===== src/rtl/common.sv =====
// rtl/common.sv - shared types for the fetch stage
// Purpose: word types, fetch FSM state encoding and the fetch output record
//          shared by the fetch controller, its skid buffer and the bench.
// Ports:   none (package)
package common;

  typedef logic [63:0] u64;
  typedef logic [31:0] u32;

  typedef enum logic [1:0] {
    FETCH = 2'd0,
    STALL = 2'd1,
    FLUSH = 2'd2
  } fetch_state_t;

  // One fetched instruction. Used for the decode-facing output register and
  // for the one-entry skid register.
  typedef struct packed {
    logic valid;
    u64   pc;
    u32   instr;
  } fetch_out_t;

  localparam u64 PC_STEP = 64'd4;

endpackage


===== src/rtl/fetch_skid.sv =====
// rtl/fetch_skid.sv - one-entry skid register for the fetch stage
// Purpose: holds one returned instruction while decode is stalled.
// Ports:
//   i_clk        clock, rising edge
//   i_reset      asynchronous active-high reset
//   i_load       capture i_load_data (entry becomes valid)
//   i_load_data  instruction record to capture
//   i_drain      entry has been moved to the output register
//   i_clear      discard the entry (redirect)
//   o_skid       current entry
module fetch_skid
  import common::*;
(
  input  logic       i_clk,
  input  logic       i_reset,
  input  logic       i_load,
  input  fetch_out_t i_load_data,
  input  logic       i_drain,
  input  logic       i_clear,
  output fetch_out_t o_skid
);

  fetch_out_t r_skid;

  // Clear beats load beats drain; pc/instr are left in place on drain/clear
  // since only the valid bit is meaningful afterwards.
  always_ff @(posedge i_clk or posedge i_reset) begin
    if (i_reset) begin
      r_skid <= '0;
    end else if (i_clear) begin
      r_skid.valid <= 1'b0;
    end else if (i_load) begin
      r_skid <= i_load_data;
    end else if (i_drain) begin
      r_skid.valid <= 1'b0;
    end
  end

  assign o_skid = r_skid;

endmodule


===== src/rtl/ifetch_ctrl.sv =====
// rtl/ifetch_ctrl.sv - fetch-stage controller: PC, imem requests, decode handoff
// Purpose: owns the program counter, issues instruction-memory requests,
//          delivers instructions to decode, buffers one instruction under a
//          decode stall and discards fetches made stale by a redirect.
// Ports:
//   i_clk            clock, rising edge
//   i_reset          asynchronous active-high reset
//   o_pcplus4        pc + 4 (combinational), feeds the PC-select mux
//   i_pc_selected    next pc chosen by the PC-select mux
//   i_redirect       PC-select took the branch target this cycle
//   o_ireq_valid     instruction fetch request
//   o_ireq_addr      fetch address (= pc)
//   i_iresp_data_ok  response for the current request, accepted same cycle
//   i_iresp_data     instruction word
//   o_f_valid        instruction available to decode
//   o_f_pc           pc of o_f_instr
//   o_f_instr        fetched instruction
//   i_d_ready        decode accepts o_f_* this cycle
module ifetch_ctrl
  import common::*;
#(
  parameter u64 PC_RESET = 64'h8000_0000
) (
  input  logic        i_clk,
  input  logic        i_reset,
  output logic [63:0] o_pcplus4,
  input  logic [63:0] i_pc_selected,
  input  logic        i_redirect,
  output logic        o_ireq_valid,
  output logic [63:0] o_ireq_addr,
  input  logic        i_iresp_data_ok,
  input  logic [31:0] i_iresp_data,
  output logic        o_f_valid,
  output logic [63:0] o_f_pc,
  output logic [31:0] o_f_instr,
  input  logic        i_d_ready
);

  fetch_state_t r_state;
  fetch_state_t w_state_n;
  u64           r_pc;
  u64           w_pc_n;
  u64           r_pc_pending;
  u64           w_pc_pending_n;
  fetch_out_t   r_f;
  fetch_out_t   w_f_n;
  fetch_out_t   w_skid;
  fetch_out_t   w_resp;
  logic         w_skid_load;
  logic         w_skid_drain;
  logic         w_skid_clear;
  logic         w_slot_free;

  assign o_pcplus4   = r_pc + PC_STEP;
  assign o_ireq_addr = r_pc;
  // Gate with reset so an abandoned request disappears the moment reset rises.
  assign o_ireq_valid = !i_reset && ((r_state == FETCH) || (r_state == FLUSH));

  assign w_slot_free = !r_f.valid || i_d_ready;
  assign w_resp      = '{valid: 1'b1, pc: r_pc, instr: i_iresp_data};

  fetch_skid u_skid (
    .i_clk       (i_clk),
    .i_reset     (i_reset),
    .i_load      (w_skid_load),
    .i_load_data (w_resp),
    .i_drain     (w_skid_drain),
    .i_clear     (w_skid_clear),
    .o_skid      (w_skid)
  );

  always_ff @(posedge i_clk or posedge i_reset) begin
    if (i_reset) begin
      r_state      <= FETCH;
      r_pc         <= PC_RESET;
      r_pc_pending <= '0;
      r_f          <= '0;
    end else begin
      r_state      <= w_state_n;
      r_pc         <= w_pc_n;
      r_pc_pending <= w_pc_pending_n;
      r_f          <= w_f_n;
    end
  end

  always_comb begin
    w_state_n      = r_state;
    w_pc_n         = r_pc;
    w_pc_pending_n = r_pc_pending;
    w_f_n          = r_f;
    w_skid_load    = 1'b0;
    w_skid_drain   = 1'b0;
    w_skid_clear   = 1'b0;

    // Decode consumed the current output; a load below may refill it.
    if (i_d_ready) begin
      w_f_n.valid = 1'b0;
    end

    // A redirect empties both buffers; no output load happens this cycle.
    if (i_redirect) begin
      w_f_n.valid  = 1'b0;
      w_skid_clear = 1'b1;
    end

    case (r_state)
      FETCH: begin
        if (i_redirect) begin
          if (i_iresp_data_ok) begin
            w_pc_n = i_pc_selected;
          end else begin
            // Request must stay stable until its response; remember target.
            w_pc_pending_n = i_pc_selected;
            w_state_n      = FLUSH;
          end
        end else if (i_iresp_data_ok) begin
          w_pc_n = i_pc_selected;
          if (w_slot_free) begin
            w_f_n = w_resp;
          end else begin
            w_skid_load = 1'b1;
            w_state_n   = STALL;
          end
        end
      end

      STALL: begin
        if (i_redirect) begin
          w_pc_n    = i_pc_selected;
          w_state_n = FETCH;
        end else if (i_d_ready) begin
          w_f_n        = w_skid;
          w_skid_drain = 1'b1;
          w_state_n    = FETCH;
        end
      end

      FLUSH: begin
        if (i_iresp_data_ok) begin
          // Stale response is dropped; a same-cycle redirect target wins.
          w_pc_n    = i_redirect ? i_pc_selected : r_pc_pending;
          w_state_n = FETCH;
        end else if (i_redirect) begin
          w_pc_pending_n = i_pc_selected;
        end
      end

      default: begin
        w_state_n = FETCH;
      end
    endcase
  end

  assign o_f_valid = r_f.valid;
  assign o_f_pc    = r_f.pc;
  assign o_f_instr = r_f.instr;

endmodule


===== config.mk =====
export PLATFORM = sky130hd
export DESIGN_NAME = ifetch_ctrl
export DESIGN_NICKNAME = d
export VERILOG_FILES = /design/src/rtl/common.sv /design/src/rtl/fetch_skid.sv /design/src/rtl/ifetch_ctrl.sv
export SDC_FILE = /design/constraint.sdc
export NUM_CORES = 1
export LEC_CHECK = 0
export BUFFER_PORTS_ARGS = -buffer_cell sky130_fd_sc_hd__buf_4
export CAP_MARGIN = 5
export CORE_ASPECT_RATIO = 0.5
export CORE_UTILIZATION = 30
export DETAILED_ROUTE_END_ITERATION = 7
export GPL_TIMING_DRIVEN = 1
export PLACE_DENSITY = 0.49
export RECOVER_POWER = 25
export SYNTH_ARGS = -nofsm -noshare
export SYNTH_HDL_FRONTEND = slang
export SYNTH_SLANG_ARGS = --single-unit

===== constraint.sdc =====
create_clock -name i_clk -period 12.2 [get_ports i_clk]
set_input_delay 1.22 -clock i_clk [delete_from_list [all_inputs] [get_ports i_clk]]
set_output_delay 1.22 -clock i_clk [all_outputs]
set_load 0.02 [all_outputs]

==> results by group <==
STA
  • Final hold vios: 0
  • Max Fclk: 171 MHz
  • Final worst-path cycle share: 48.0%
  • Clk_skew: 0.0181 ns
  • RSZ-0062 raised after global routing: false
  • Setup TNS: 0 ns
  • Fin crit period: 5.86 ns
  • Worst-margin pin slew: 6.85 ns
  • Setup violations, final: 0
  • Slew HR: -359%
  • Pins Over Slew Limit: 186

Setup path
  • CP Max Fanout: 154
  • WP buf/inv: 2
  • WP data arrival: 5.20 ns
  • Critical Path RT: 11.54 ns
  • Worst path max stage delay: 3.77 ns
  • Worst reg2reg path startpoint: r_state[0]$_DFFE_PP0P_
  • CP delay by family, top: buffers and inverters
  • Slowest cell on crit path: clkinvlp_2
  • Crit. Startpoint: i_reset
  • Critical path class: in2async
  • Nature of the critical path startpoint: primary input
  • Critical Path End Type: async pin
  • Crit-path cells: clkbuf_1 > clkinvlp_2

GRT
  • Met1 Usage GRT: 21.4%
  • Global Route met2 Usage: 32.2%
  • Routing usage on met3: 3.07%
  • First-pass GRT wire length: 66.6 mm
  • Grt total ovfl: 0
  • Tot GR Track Use: 17.7%
  • Gr busiest metal: met2
  • Pin count of the biggest net entering global routing: 172
  • Vias in the first global route: 10900
  • Initial antenna violation count: 1

Floorplan
  • Initial cell density of the core: 30.5%
  • Die area: 48700 um2
  • Std-Cell Rows: 56
  • # IOs: 327
  • Die width: 311 um
  • Standard cell core area: 47000 um2
  • Die height: 157 um

Finish
  • Layout Cells excl Fill: 2122
  • Share of cells above drive strength 1: 34.7%
  • FILL cells: 4640
  • Fin nets: 1565
  • Commonest non-fill, non-tap cell in the layout: dfrtp_1
  • Most frequent cells in the layout: dfrtp_1 (323), buf_4 (280), mux2_2 (157), inv_1 (101), a222oi_1 (96)
  • Area growth, synth to finish: 26.5%

Power and ir drop
  • Worst VDD drop: 0.0631 mV
  • Leak Pwr: 8.70 nW
  • Total power: 3.17 mW
  • Register share of total power: 46.2%
  • Logic pwr share: 22.2%
  • PwrDens: 175 nW/um2
  • Sw Share: 31.5%
  • Sw power: 1000 uW
  • P_int: 2.17 mW
  • Clk pwr share: 31.6%

Placement
  • PortBufs: 326
  • Routability cong.: 0.799
  • Placed cells: 2064
  • HPWL Detailed: 29.3 mm

Detailed routing
  • Post-DRT Antenna Nets: 0
  • DRT Pass-1 Iters: 8
  • Via count: 10600
  • Wire length per cell: 20.9 um
  • DR DRC count: 28
  • Vias/cell: 5.01
  • First DRT Iteration DRCs: 1220
  • Routed WL: 44.3 mm

CTS
  • Worst-skew pair later-pin latency: 0.53 ns
  • Max Root-Sink Buffers: 3
  • Clk sinks: 324
  • CTS tree: yes
  • H-tree depth: 2
  • Total CTS buffers: 35
  • Clock transition at path regs: 0.06 ns
  • Post-CTS Hold Fix Bufs: 0
  • Setup Buffers After CTS: 0
  • Resized cells post-CTS: 0
  • Clock root cell: clkbuf_16

Synth
  • Asr flop ratio synth: 100%
  • Ys flop type: dfrtp_1
  • Number of synthesized register bits: 324
  • Seq/Total Area, Yosys: 56.6%
  • Syn Inst Count: 1181
  • Syn_nets: 1283
  • Number of synthesized flops with an enable pin: 0
  • Synthesized area per cell: 12.1 um2
  • YS warnings: 0
  • Synth Cell Area: 14300 um2
  • Synth cell types: 37

Outcome
  • Failing checks: DRC, capacitance limit, slew limit
  • Status: finished, violations left

Worst hold path
  • Hold Crit Start: r_state[1]$_DFFE_PP0P_
  • Hold Path Class: reg2reg

Job
  • Max-cap viol count: 2
flip-flops by register name, summed over array words and instances, names as in the netlist:
name	count
o_f_instr	32
o_f_pc	64
o_f_valid	1
o_ireq_addr	64
r_pc_pending	64
r_state	2
u_skid.o_skid	97
routing by layer:
metal	part of all wire (%)	routed length, um
met1	40	17900
met2	52	23300
met3	4.3	1920
met4	2.8	1230
met5	0	0
cells in the mapped netlist, types with 8 or more instances:
cell type / n / area (um2)
nand3_1: 21 / 105
nand4_2: 8 / 100
dfrtp_1: 323 / 8080
o21ai_0: 68 / 340
nor3_1: 9 / 45.0
clkbuf_1: 43 / 161
nand4_1: 18 / 113
and3_1: 15 / 93.8
nand2_1: 91 / 342
xnor2_1: 36 / 315
mux2_2: 157 / 1770
a222oi_1: 96 / 961
mux2i_1: 64 / 641
nor2_1: 28 / 105
inv_1: 102 / 383
xor2_1: 24 / 210
buf_2: 37 / 185
per-stage QoR:
stage / setup WS (ns) / util [%] / hold slack (ns) / cell area, um2
6_report: 6.34 / 38.6 / 0.478 / 18100
5_1_grt: 5.16 / 38.6 / 0.505 / 18100
4_1_cts: 7.82 / 39.1 / 0.474 / 18400
3_5_place_dp: 8.28 / 36.9 / 0.465 / 17300
3_3_place_gp: 8.34 / 36.9 / 0.458 / 17300
2_1_floorplan: 2.01 / - / 0.431 / 14300
worst paths after layout:
check | end | slack [ns] | cells past startpoint
setup / recovery | u_skid.o_skid[44]$_DFFE_PP0P_ | 6.34 | 2
hold / removal | r_state[0]$_DFFE_PP0P_ | 0.48 | 1
setup reg to reg | o_ireq_addr[24]$_DFFE_PP0P_ | 8.27 | 4
hold reg to reg | r_state[0]$_DFFE_PP0P_ | 0.48 | 1
max in group i_clk | o_pcplus4[48] | 7.89 | 7
min in group asynchronous | o_f_pc[58]$_DFFE_PP0P_ | 2.86 | 2
cell type report:
type / instances / area (um2) / area share, %
antenna: 1 / 2.50 / 0.0138
clock buffer: 46 / 947 / 5.22
clock inverter: 11 / 92.6 / 0.510
inverter: 102 / 384 / 2.12
multi-input combinational: 663 / 5470 / 30.2
sequential: 324 / 8110 / 44.7
tap: 638 / 798 / 4.40
timing repair buffer: 337 / 2330 / 12.9
cells by family after synthesis:
family                     after synthesis  synth area share (%)
AOI/OAI and AO/OA                      169                  9.31
xor gates and xnor gates                60                  3.67
adders and majority gates                1                0.0873
buffers and inverters                  194                  5.65
DFF                                    324                  56.6
muxes                                  221                  16.8
and+or+nand+nor                        212                  7.92
power groups by stage:
stage,clock network [mW],logic [mW],registers [mW]
2_1_floorplan,0,0.338,1.53
3_3_place_gp,0,0.734,1.47
3_5_place_dp,0,0.748,1.48
4_1_cts,1.04,0.749,1.46
5_1_grt,1.08,0.759,1.49
6_report,1.00,0.704,1.47
(Power assumes the default switching activity.)
